**src/rtl/alu_mul_seq_pkg.sv**
```systemverilog
// Shared alu encodings and the multiplier FSM state type.
package kgp_alu_pkg;

  localparam logic       ALU_FNCLASS_ARITH = 1'b0;
  localparam logic       ALU_FN_ADD        = 1'b0;
  localparam logic       ALU_FN_SUB        = 1'b1;
  localparam logic [2:0] ALU_LOGICFN_NONE  = 3'b000;

  typedef enum logic [1:0] {
    IDLE,
    ITER,
    DONE
  } mul_state_t;

endpackage

```
**src/rtl/alu_mul_seq_if.sv**
```systemverilog
// Request/response bundle between an alu initiator (master) and the alu (slave).
interface alu_mul_seq_if #(
  parameter int unsigned WIDTH = 32
);

  logic [WIDTH-1:0] x;
  logic [WIDTH-1:0] y;
  logic             fn;
  logic             fnclass;
  logic [2:0]       logicfn;
  logic [WIDTH-1:0] value;
  logic             carry;

  modport master (
    output x, y, fn, fnclass, logicfn,
    input  value, carry
  );

  modport slave (
    input  x, y, fn, fnclass, logicfn,
    output value, carry
  );

endinterface

```
**src/rtl/alu_mul_seq.sv**
```systemverilog
// Sequential shift-add WIDTHxWIDTH multiplier using the external shared alu
// for each partial-sum add. One iteration per clock, WIDTH iterations, then
// a one-cycle DONE pulse.
// Optional feature macro: SIGNED_MUL_EN (two's-complement mode via op_signed).
module alu_mul_seq
  import kgp_alu_pkg::*;
#(
  parameter int unsigned WIDTH = 32
) (
  input  logic                 clk,
  input  logic                 rst,
  input  logic                 start,
  input  logic [WIDTH-1:0]     op_a,
  input  logic [WIDTH-1:0]     op_b,
  input  logic                 op_signed,
  output logic                 busy,
  output logic                 done,
  output logic [2*WIDTH-1:0]   product,
  alu_mul_seq_if.master        alu
);

  localparam int unsigned      CNT_W    = (WIDTH > 1) ? $clog2(WIDTH) : 1;
  localparam logic [CNT_W-1:0] CNT_LAST = CNT_W'(WIDTH - 1);

  mul_state_t           state_q;
  logic [WIDTH-1:0]     hi_q, lo_q, mcand_q;
  logic [WIDTH-1:0]     hi_d, lo_d;
  logic [CNT_W-1:0]     cnt_q;
  logic [2*WIDTH-1:0]   product_q;
  logic                 busy_q, done_q;
  logic [WIDTH-1:0]     alu_x_q, alu_y_q;
  logic                 alu_fn_q;
  logic                 last;
  logic                 s, s0;
  logic                 fn_next;

`ifdef SIGNED_MUL_EN
  localparam logic [CNT_W-1:0] CNT_PENULT = CNT_W'(WIDTH - 2);
  logic sgn_q;
`else
  logic unused_op_signed;
  assign unused_op_signed = op_signed;
`endif

  // Next partial product: shift in the alu sum when the multiplier bit is set,
  // otherwise shift the current high half; the top bit carries the sum's sign/carry.
  always_comb begin
    last = (cnt_q == CNT_LAST);
`ifdef SIGNED_MUL_EN
    if (sgn_q) begin
      // Bit W of the sign-extended sum (or difference on the final iteration).
      s       = hi_q[WIDTH-1] ^ (last ? ~mcand_q[WIDTH-1] : mcand_q[WIDTH-1]) ^ alu.carry;
      s0      = hi_q[WIDTH-1];
      fn_next = (cnt_q == CNT_PENULT) ? ALU_FN_SUB : ALU_FN_ADD;
    end else begin
      s       = alu.carry;
      s0      = 1'b0;
      fn_next = ALU_FN_ADD;
    end
`else
    s       = alu.carry;
    s0      = 1'b0;
    fn_next = ALU_FN_ADD;
`endif
    if (lo_q[0]) begin
      hi_d = {s, alu.value[WIDTH-1:1]};
      lo_d = {alu.value[0], lo_q[WIDTH-1:1]};
    end else begin
      hi_d = {s0, hi_q[WIDTH-1:1]};
      lo_d = {hi_q[0], lo_q[WIDTH-1:1]};
    end
  end

  // Control FSM plus datapath registers; alu drive is registered one cycle
  // ahead so it already matches hi/mcand/fn for the ITER cycle it serves.
  always_ff @(posedge clk or posedge rst) begin
    if (rst) begin
      state_q   <= IDLE;
      hi_q      <= '0;
      lo_q      <= '0;
      mcand_q   <= '0;
      cnt_q     <= '0;
      product_q <= '0;
      busy_q    <= 1'b0;
      done_q    <= 1'b0;
      alu_x_q   <= '0;
      alu_y_q   <= '0;
      alu_fn_q  <= ALU_FN_ADD;
`ifdef SIGNED_MUL_EN
      sgn_q     <= 1'b0;
`endif
    end else begin
      case (state_q)
        IDLE: begin
          done_q <= 1'b0;
          if (start) begin
            hi_q     <= '0;
            lo_q     <= op_b;
            mcand_q  <= op_a;
            cnt_q    <= '0;
            busy_q   <= 1'b1;
            alu_x_q  <= '0;
            alu_y_q  <= op_a;
            alu_fn_q <= ALU_FN_ADD;
            state_q  <= ITER;
`ifdef SIGNED_MUL_EN
            sgn_q    <= op_signed;
`endif
          end
        end
        ITER: begin
          hi_q  <= hi_d;
          lo_q  <= lo_d;
          cnt_q <= cnt_q + 1'b1;
          if (last) begin
            product_q <= {hi_d, lo_d};
            done_q    <= 1'b1;
            alu_x_q   <= '0;
            alu_y_q   <= '0;
            alu_fn_q  <= ALU_FN_ADD;
            state_q   <= DONE;
          end else begin
            alu_x_q  <= hi_d;
            alu_y_q  <= mcand_q;
            alu_fn_q <= fn_next;
          end
        end
        DONE: begin
          done_q  <= 1'b0;
          busy_q  <= 1'b0;
          state_q <= IDLE;
        end
        default: begin
          state_q <= IDLE;
          busy_q  <= 1'b0;
          done_q  <= 1'b0;
        end
      endcase
    end
  end

  assign busy        = busy_q;
  assign done        = done_q;
  assign product     = product_q;
  assign alu.x       = alu_x_q;
  assign alu.y       = alu_y_q;
  assign alu.fn      = alu_fn_q;
  assign alu.fnclass = ALU_FNCLASS_ARITH;
  assign alu.logicfn = ALU_LOGICFN_NONE;

endmodule

```
**src/flat_wrapper.sv**
```systemverilog
// flat-port wrapper written by rule: the top's interface ports become plain ports
module alu_mul_seq_flat import kgp_alu_pkg::*;
#(
  parameter int unsigned WIDTH = 32
)
  (clk, rst, start, op_a, op_b, op_signed, busy, done, product, alu_x, alu_y, alu_fn, alu_fnclass, alu_logicfn, alu_value, alu_carry);
  alu_mul_seq_if #(.WIDTH(WIDTH)) alu_i ();
  input  logic clk;
  input  logic rst;
  input  logic start;
  input  logic [WIDTH-1:0] op_a;
  input  logic [WIDTH-1:0] op_b;
  input  logic op_signed;
  output logic busy;
  output logic done;
  output logic [2*WIDTH-1:0] product;
  output wire logic [$bits(alu_i.x)-1:0] alu_x;
  output wire logic [$bits(alu_i.y)-1:0] alu_y;
  output wire logic [$bits(alu_i.fn)-1:0] alu_fn;
  output wire logic [$bits(alu_i.fnclass)-1:0] alu_fnclass;
  output wire logic [$bits(alu_i.logicfn)-1:0] alu_logicfn;
  input wire logic [$bits(alu_i.value)-1:0] alu_value;
  input wire logic [$bits(alu_i.carry)-1:0] alu_carry;
  assign alu_x = alu_i.x;
  assign alu_y = alu_i.y;
  assign alu_fn = alu_i.fn;
  assign alu_fnclass = alu_i.fnclass;
  assign alu_logicfn = alu_i.logicfn;
  assign alu_i.value = alu_value;
  assign alu_i.carry = alu_carry;
  alu_mul_seq #(.WIDTH(WIDTH)) u_core (.clk(clk), .rst(rst), .start(start), .op_a(op_a), .op_b(op_b), .op_signed(op_signed), .busy(busy), .done(done), .product(product), .alu(alu_i));
endmodule
```
**config.mk**
```make
export PLATFORM = sky130hd
export DESIGN_NAME = alu_mul_seq_flat
export DESIGN_NICKNAME = d
export VERILOG_FILES = /design/src/rtl/alu_mul_seq_pkg.sv /design/src/rtl/alu_mul_seq_if.sv /design/src/rtl/alu_mul_seq.sv /design/src/flat_wrapper.sv
export SDC_FILE = /design/constraint.sdc
export NUM_CORES = 1
export LEC_CHECK = 0
export CAP_MARGIN = 5
export CORE_AREA = 5 5 138 192
export CTS_CLUSTER_SIZE = 28
export DETAILED_ROUTE_END_ITERATION = 8
export DIE_AREA = 0 0 143 197
export MAX_ROUTING_LAYER = met4
export PLACE_DENSITY = 0.67
export SETUP_SLACK_MARGIN = 0.3
export SYNTH_ARGS = -nofsm -noshare
export SYNTH_HDL_FRONTEND = slang
export SYNTH_SLANG_ARGS = --single-unit
export TNS_END_PERCENT = 1
```
**constraint.sdc**
```tcl
create_clock -name clk -period 23.5 [get_ports clk]
set_input_delay 4.7 -clock clk [delete_from_list [all_inputs] [get_ports clk]]
set_output_delay 4.7 -clock clk [all_outputs]
set_load 0.02 [all_outputs]
```
Word-level counts from Yosys, hierarchy flattened. Index checks and enable logic that the tools add are counted.

Bitwise logic cells: 1. Reduce and logical (&&, ||, !) cells: 7. Add/subtract/negate cells: 1. Equal/unequal tests: 4. Mux-type cells: 22.

Operators with widths (count): 32-bit one-hot mux with 2 select lines (4); 32-bit two-way mux (7); 5-bit one-hot mux with 2 select lines (1); 2-bit AND reduction (5); 5-bit by 1-bit adder with 5-bit output, second input constant (1); 5-bit == test, second input constant (1); 5-bit two-way mux (1); 1-bit two-way mux (4); 2-bit two-way mux (2); 1-bit one-hot mux with 2 select lines (2); 2-bit one-hot mux with 2 select lines (1); 2-bit by 1-bit == test with 1-bit output, second input constant (1); 2-bit logical NOT (1); 2-bit by 1-bit != test with 1-bit output, second input constant (1); 2-bit != test, second input constant (1); 2-bit nonzero test (1); 1-bit NOT (1).

Logic and storage cells: 46. Bits of input ports: 101. Flip-flop bits (word level): 234.

Depth between registers and ports, before layout.
Depth in word-level cells: 3. Gate-level depth with buffers: 8.

Least setup slack after synthesis. Ideal clock, no wire load.

Path kind: input to register. Start point: in start. End point: reg u_core.mcand_q[10]. Arrival: 5619 ps. Stages: 4. Path slack: 17756 ps. Buffers on the path: 2. Setup time: 125 ps. Data required time: 23375 ps. Cells stage by stage: or3b_1 buf_6 buf_6 mux2_4.

Word-level cells in the longest chain between the ends: 1.

RTL lines: from (decl) (line flat_wrapper.sv:10) `input logic start;`; 2-bit AND reduction (no source line); to (signal assigned) (line alu_mul_seq.sv:99) `mcand_q <= op_a;`; to (decl) (line alu_mul_seq.sv:26) `logic [WIDTH-1:0] hi_q, lo_q, mcand_q;`.

Every way passes these cells. A chain may end at the register's enable or synchronous reset.

Worst setup path after layout.
Start point: in start. End point: reg u_core.mcand_q[17].

The elaborated chain is that of the path after synthesis.

==> summary.md <==
| Metric | Value |
|---|---|
| RSZ-0062 raised after global routing | `false` |
| Post-synth cell types | `32` |
| Syn-to-layout area delta | `33.1%` |
| Setup crit end kind | `register` |
| Status | `finished clean` |
| Layout Nets | `1185` |
| Slowest CP cell | `or3b_2` |
| Fillcell total | `2251` |
| Critical path arrival | `6.96 ns` |
| Core area | `0.0246 mm²` |
| Initial antenna violation count | `0` |
| Worst R2R End | `u_core.alu.y[19]$_DFFE_PP0P_` |
| # setup viols final | `0` |
| Slew @ Worst Pin | `1.08 ns` |
| Crit path max fanout | `35` |
| Critical R2R Launch | `u_core.state_q[1]$_DFFE_PP0P_` |
| Clk buf depth | `3` |
| Power per cell area | `136 mW/mm²` |
| Util after Layout | `53.5%` |
| Leakage | `0.00573 µW` |
| Via density | `5.13` |
| Post-CTS Setup Bufs | `0` |
| Drt first-iter violations | `354` |
| Area leader, netlist | `dfrtp_1` |
| CTS root buf | `clkbuf_16` |
| Wire per inst | `18.2 µm` |
| First-pass GRT wire length | `41500 µm` |
| Primary FF master, synth | `dfrtp_1` |
| Setup TNS | `0 ns` |
| CTS H-tree depth | `1` |
| Max Clk Rate | `152 MHz` |
| Worst-Skew Late Latency | `0.52 ns` |
| MaxCap Viol Count | `0` |
| # IOs | `236` |
| Yosys warns | `0` |
| Multi-input logic area | `0.00369 mm²` |
| Die area | `0.0282 mm²` |
| Design Area, Final | `0.0132 mm²` |
| Sequential cell area | `0.00583 mm²` |
| Vias in the first global route | `7575` |
| CTS resizes | `0` |
| CTS tree | `done` |
| Post-synth EDFFs | `0` |
| Worst-path clk slew | `0.06 ns` |
| Commonest non-fill, non-tap cell in the layout | `dfrtp_1` |
| FFs w/ async S/R, synth | `100%` |
| Hold WC Path Type | `register to register` |
| CP Launch Type | `input pin` |
| CTS Hold Bufs | `0` |
| Cell Chain, Critical Path | `clkdlybuf4s50_1, buf_4, or3b_2, buf_4, mux2_4` |
| Drt drc | `0` |
| Worst setup path class | `input pin to register` |
| Critical Path Max Stage Delay | `0.72 ns` |
| Worst EP required | `23.89 ns` |
| Hold Vio Cnt, Final | `0` |
| Hold Crit Endpoint | `u_core.cnt_q[3]$_DFFE_PP0P_` |
| Fin crit period | `6.57 ns` |
| DRT Pass-1 Iters | `4` |
| Cell area after synthesis | `0.00988 mm²` |
| Hold Path Origin | `u_core.cnt_q[3]$_DFFE_PP0P_` |
| GR Overflow Total | `0` |
| Mean Syn Cell Area | `11.2 µm²` |
| Largest net degree at the start of global routing | `99` |
| Share of layout cells above drive strength 1 | `10.8%` |
| Flops & latches, synth | `233` |
| Vias | `7254` |
| Most frequent CP cell | `buf_4` |
| CTS buffer count | `24` |
| IO Port Bufs | `229` |
| Placed Area | `0.0123 mm²` |
| Commonest non-fill, non-tap cells in the layout | `dfrtp_1, clkdlybuf4s50_1, o21ai_0, nand2_1, a21oi_1` |
| Crit share post-route | `28.0%` |
| Initial core utilization | `40.2%` |
| Most area-consuming cells after synthesis | `dfrtp_1, o21ai_0, nand2_1, mux2_4, mux2_2` |
| GRT Overall Usage | `18.6%` |
| Post-Route Skew | `0.0200 ns` |
| R2r setup slk | `20.74 ns` |
| Slew HR | `28.2%` |
| Die Width | `143 µm` |
| Yosys top cell area share | `59.0%` |
| Die Height | `197 µm` |
| Hpwl dp | `16300 µm` |
| Max VDD drop | `0.0000770 V` |
| Sequential share of the synthesized area | `59.0%` |
| Worst hold stages | `1` |
| FP Rows | `68` |
| ANT cells | `0` |
| Clk sinks | `233` |
| Final ANT Viol Nets | `0` |
| Syn Inst Count | `885` |
| FF-to-FF path depth | `5` |
| RePlAce Congestion | `0.754` |
| Final WL | `25700 µm` |
| Slew Viols, Final | `0` |
-- logic make-up (layout without fill, tap and decap cells) --
| kind of cell | Yosys count | after routing | share of synthesized area, % |
|---|---|---|---|
| compound gates | 242 | 242 | 12.7 |
| flops | 233 | 233 | 59.0 |
| buf+inv | 80 | 289 | 3.96 |
| mux | 96 | 96 | 11.5 |
| other cells | 1 | 5 | 0.0379 |
| fa+ha+maj | 3 | 3 | 0.380 |
| simple gates | 230 | 230 | 12.4 |
-- power by group --
group | switching [µW] | internal [µW]
Sequential | 122 | 585
Combinational | 335 | 341
Clock | 159 | 241
Total | 616 | 1170
-- metrics by stage --
step / worst slack [ns] / instances / total power (µW) / hold slack [ns]
after floorplan: 12.41 / 889 / 1090 / 0.437
after global placement: 16.42 / 1370 / 1380 / 0.460
after detailed placement: 16.40 / 1370 / 1400 / 0.465
after CTS: 16.94 / 1413 / 1810 / 0.477
after global routing: 16.89 / 1413 / 1900 / 0.490
final: 16.93 / 1413 / 1780 / 0.468
-- flip-flops by register name, summed over array words and instances, names as in the netlist --
| signal | cells |
|---|---|
| u_core.alu.x | 32 |
| u_core.alu.y | 32 |
| u_core.busy | 1 |
| u_core.cnt_q | 5 |
| u_core.done | 1 |
| u_core.hi_q | 32 |
| u_core.lo_q | 32 |
| u_core.mcand_q | 32 |
| u_core.product | 64 |
| u_core.state_q | 2 |
-- cells in the mapped netlist (2+ instances only) --
master / number
a21oi_1: 64
a22o_1: 2
a22oi_1: 10
and3b_1: 21
buf_2: 28
buf_4: 5
buf_6: 5
clkbuf_1: 37
dfrtp_1: 233
ha_1: 3
inv_1: 4
mux2_2: 35
mux2_4: 27
mux2i_1: 34
nand2_1: 155
nand2b_1: 2
nor2_1: 2
nor2b_1: 11
nor4bb_1: 32
o21ai_0: 163
-- worst max path at each step --
| stage | endpoint | slack (ns) | from | cells after the start |
|---|---|---|---|---|
| floorplan | u_core.alu.x[0]$_DFFE_PP0P_ | 12.41 | rst | 1 |
| global placement | u_core.mcand_q[23]$_DFFE_PP0P_ | 16.42 | start | 5 |
| detailed placement | u_core.mcand_q[17]$_DFFE_PP0P_ | 16.40 | start | 5 |
| CTS | u_core.mcand_q[17]$_DFFE_PP0P_ | 16.94 | start | 5 |
| global route | u_core.mcand_q[17]$_DFFE_PP0P_ | 16.89 | start | 5 |
| finish | u_core.mcand_q[17]$_DFFE_PP0P_ | 16.93 | start | 5 |
-- metal layers --
layer | up-vias | wire, µm | track usage [%]
met5 | - | 0 | -
met4 | 0 | 384 | 3.80
li1 | 3459 | - | -
met3 | 29 | 1660 | 3.79
met1 | 3554 | 11000 | 23.8
met2 | 212 | 12600 | 30.8
-- critical path, delay by kind of cell --
family | cells | cell delay, ns
buf+inv | 3 | 1.15
mux | 1 | 0.35
simple gates | 1 | 0.72
-- layout make-up --
cell class	instances	area share [%]
timing repair buffer	242	18.2
tap	315	3.00
multi-input combinational	576	28.0
clock buffer	35	5.34
inverter	4	0.171
sequential	233	44.3
clock inverter	8	0.951
(Power assumes the default switching activity.)
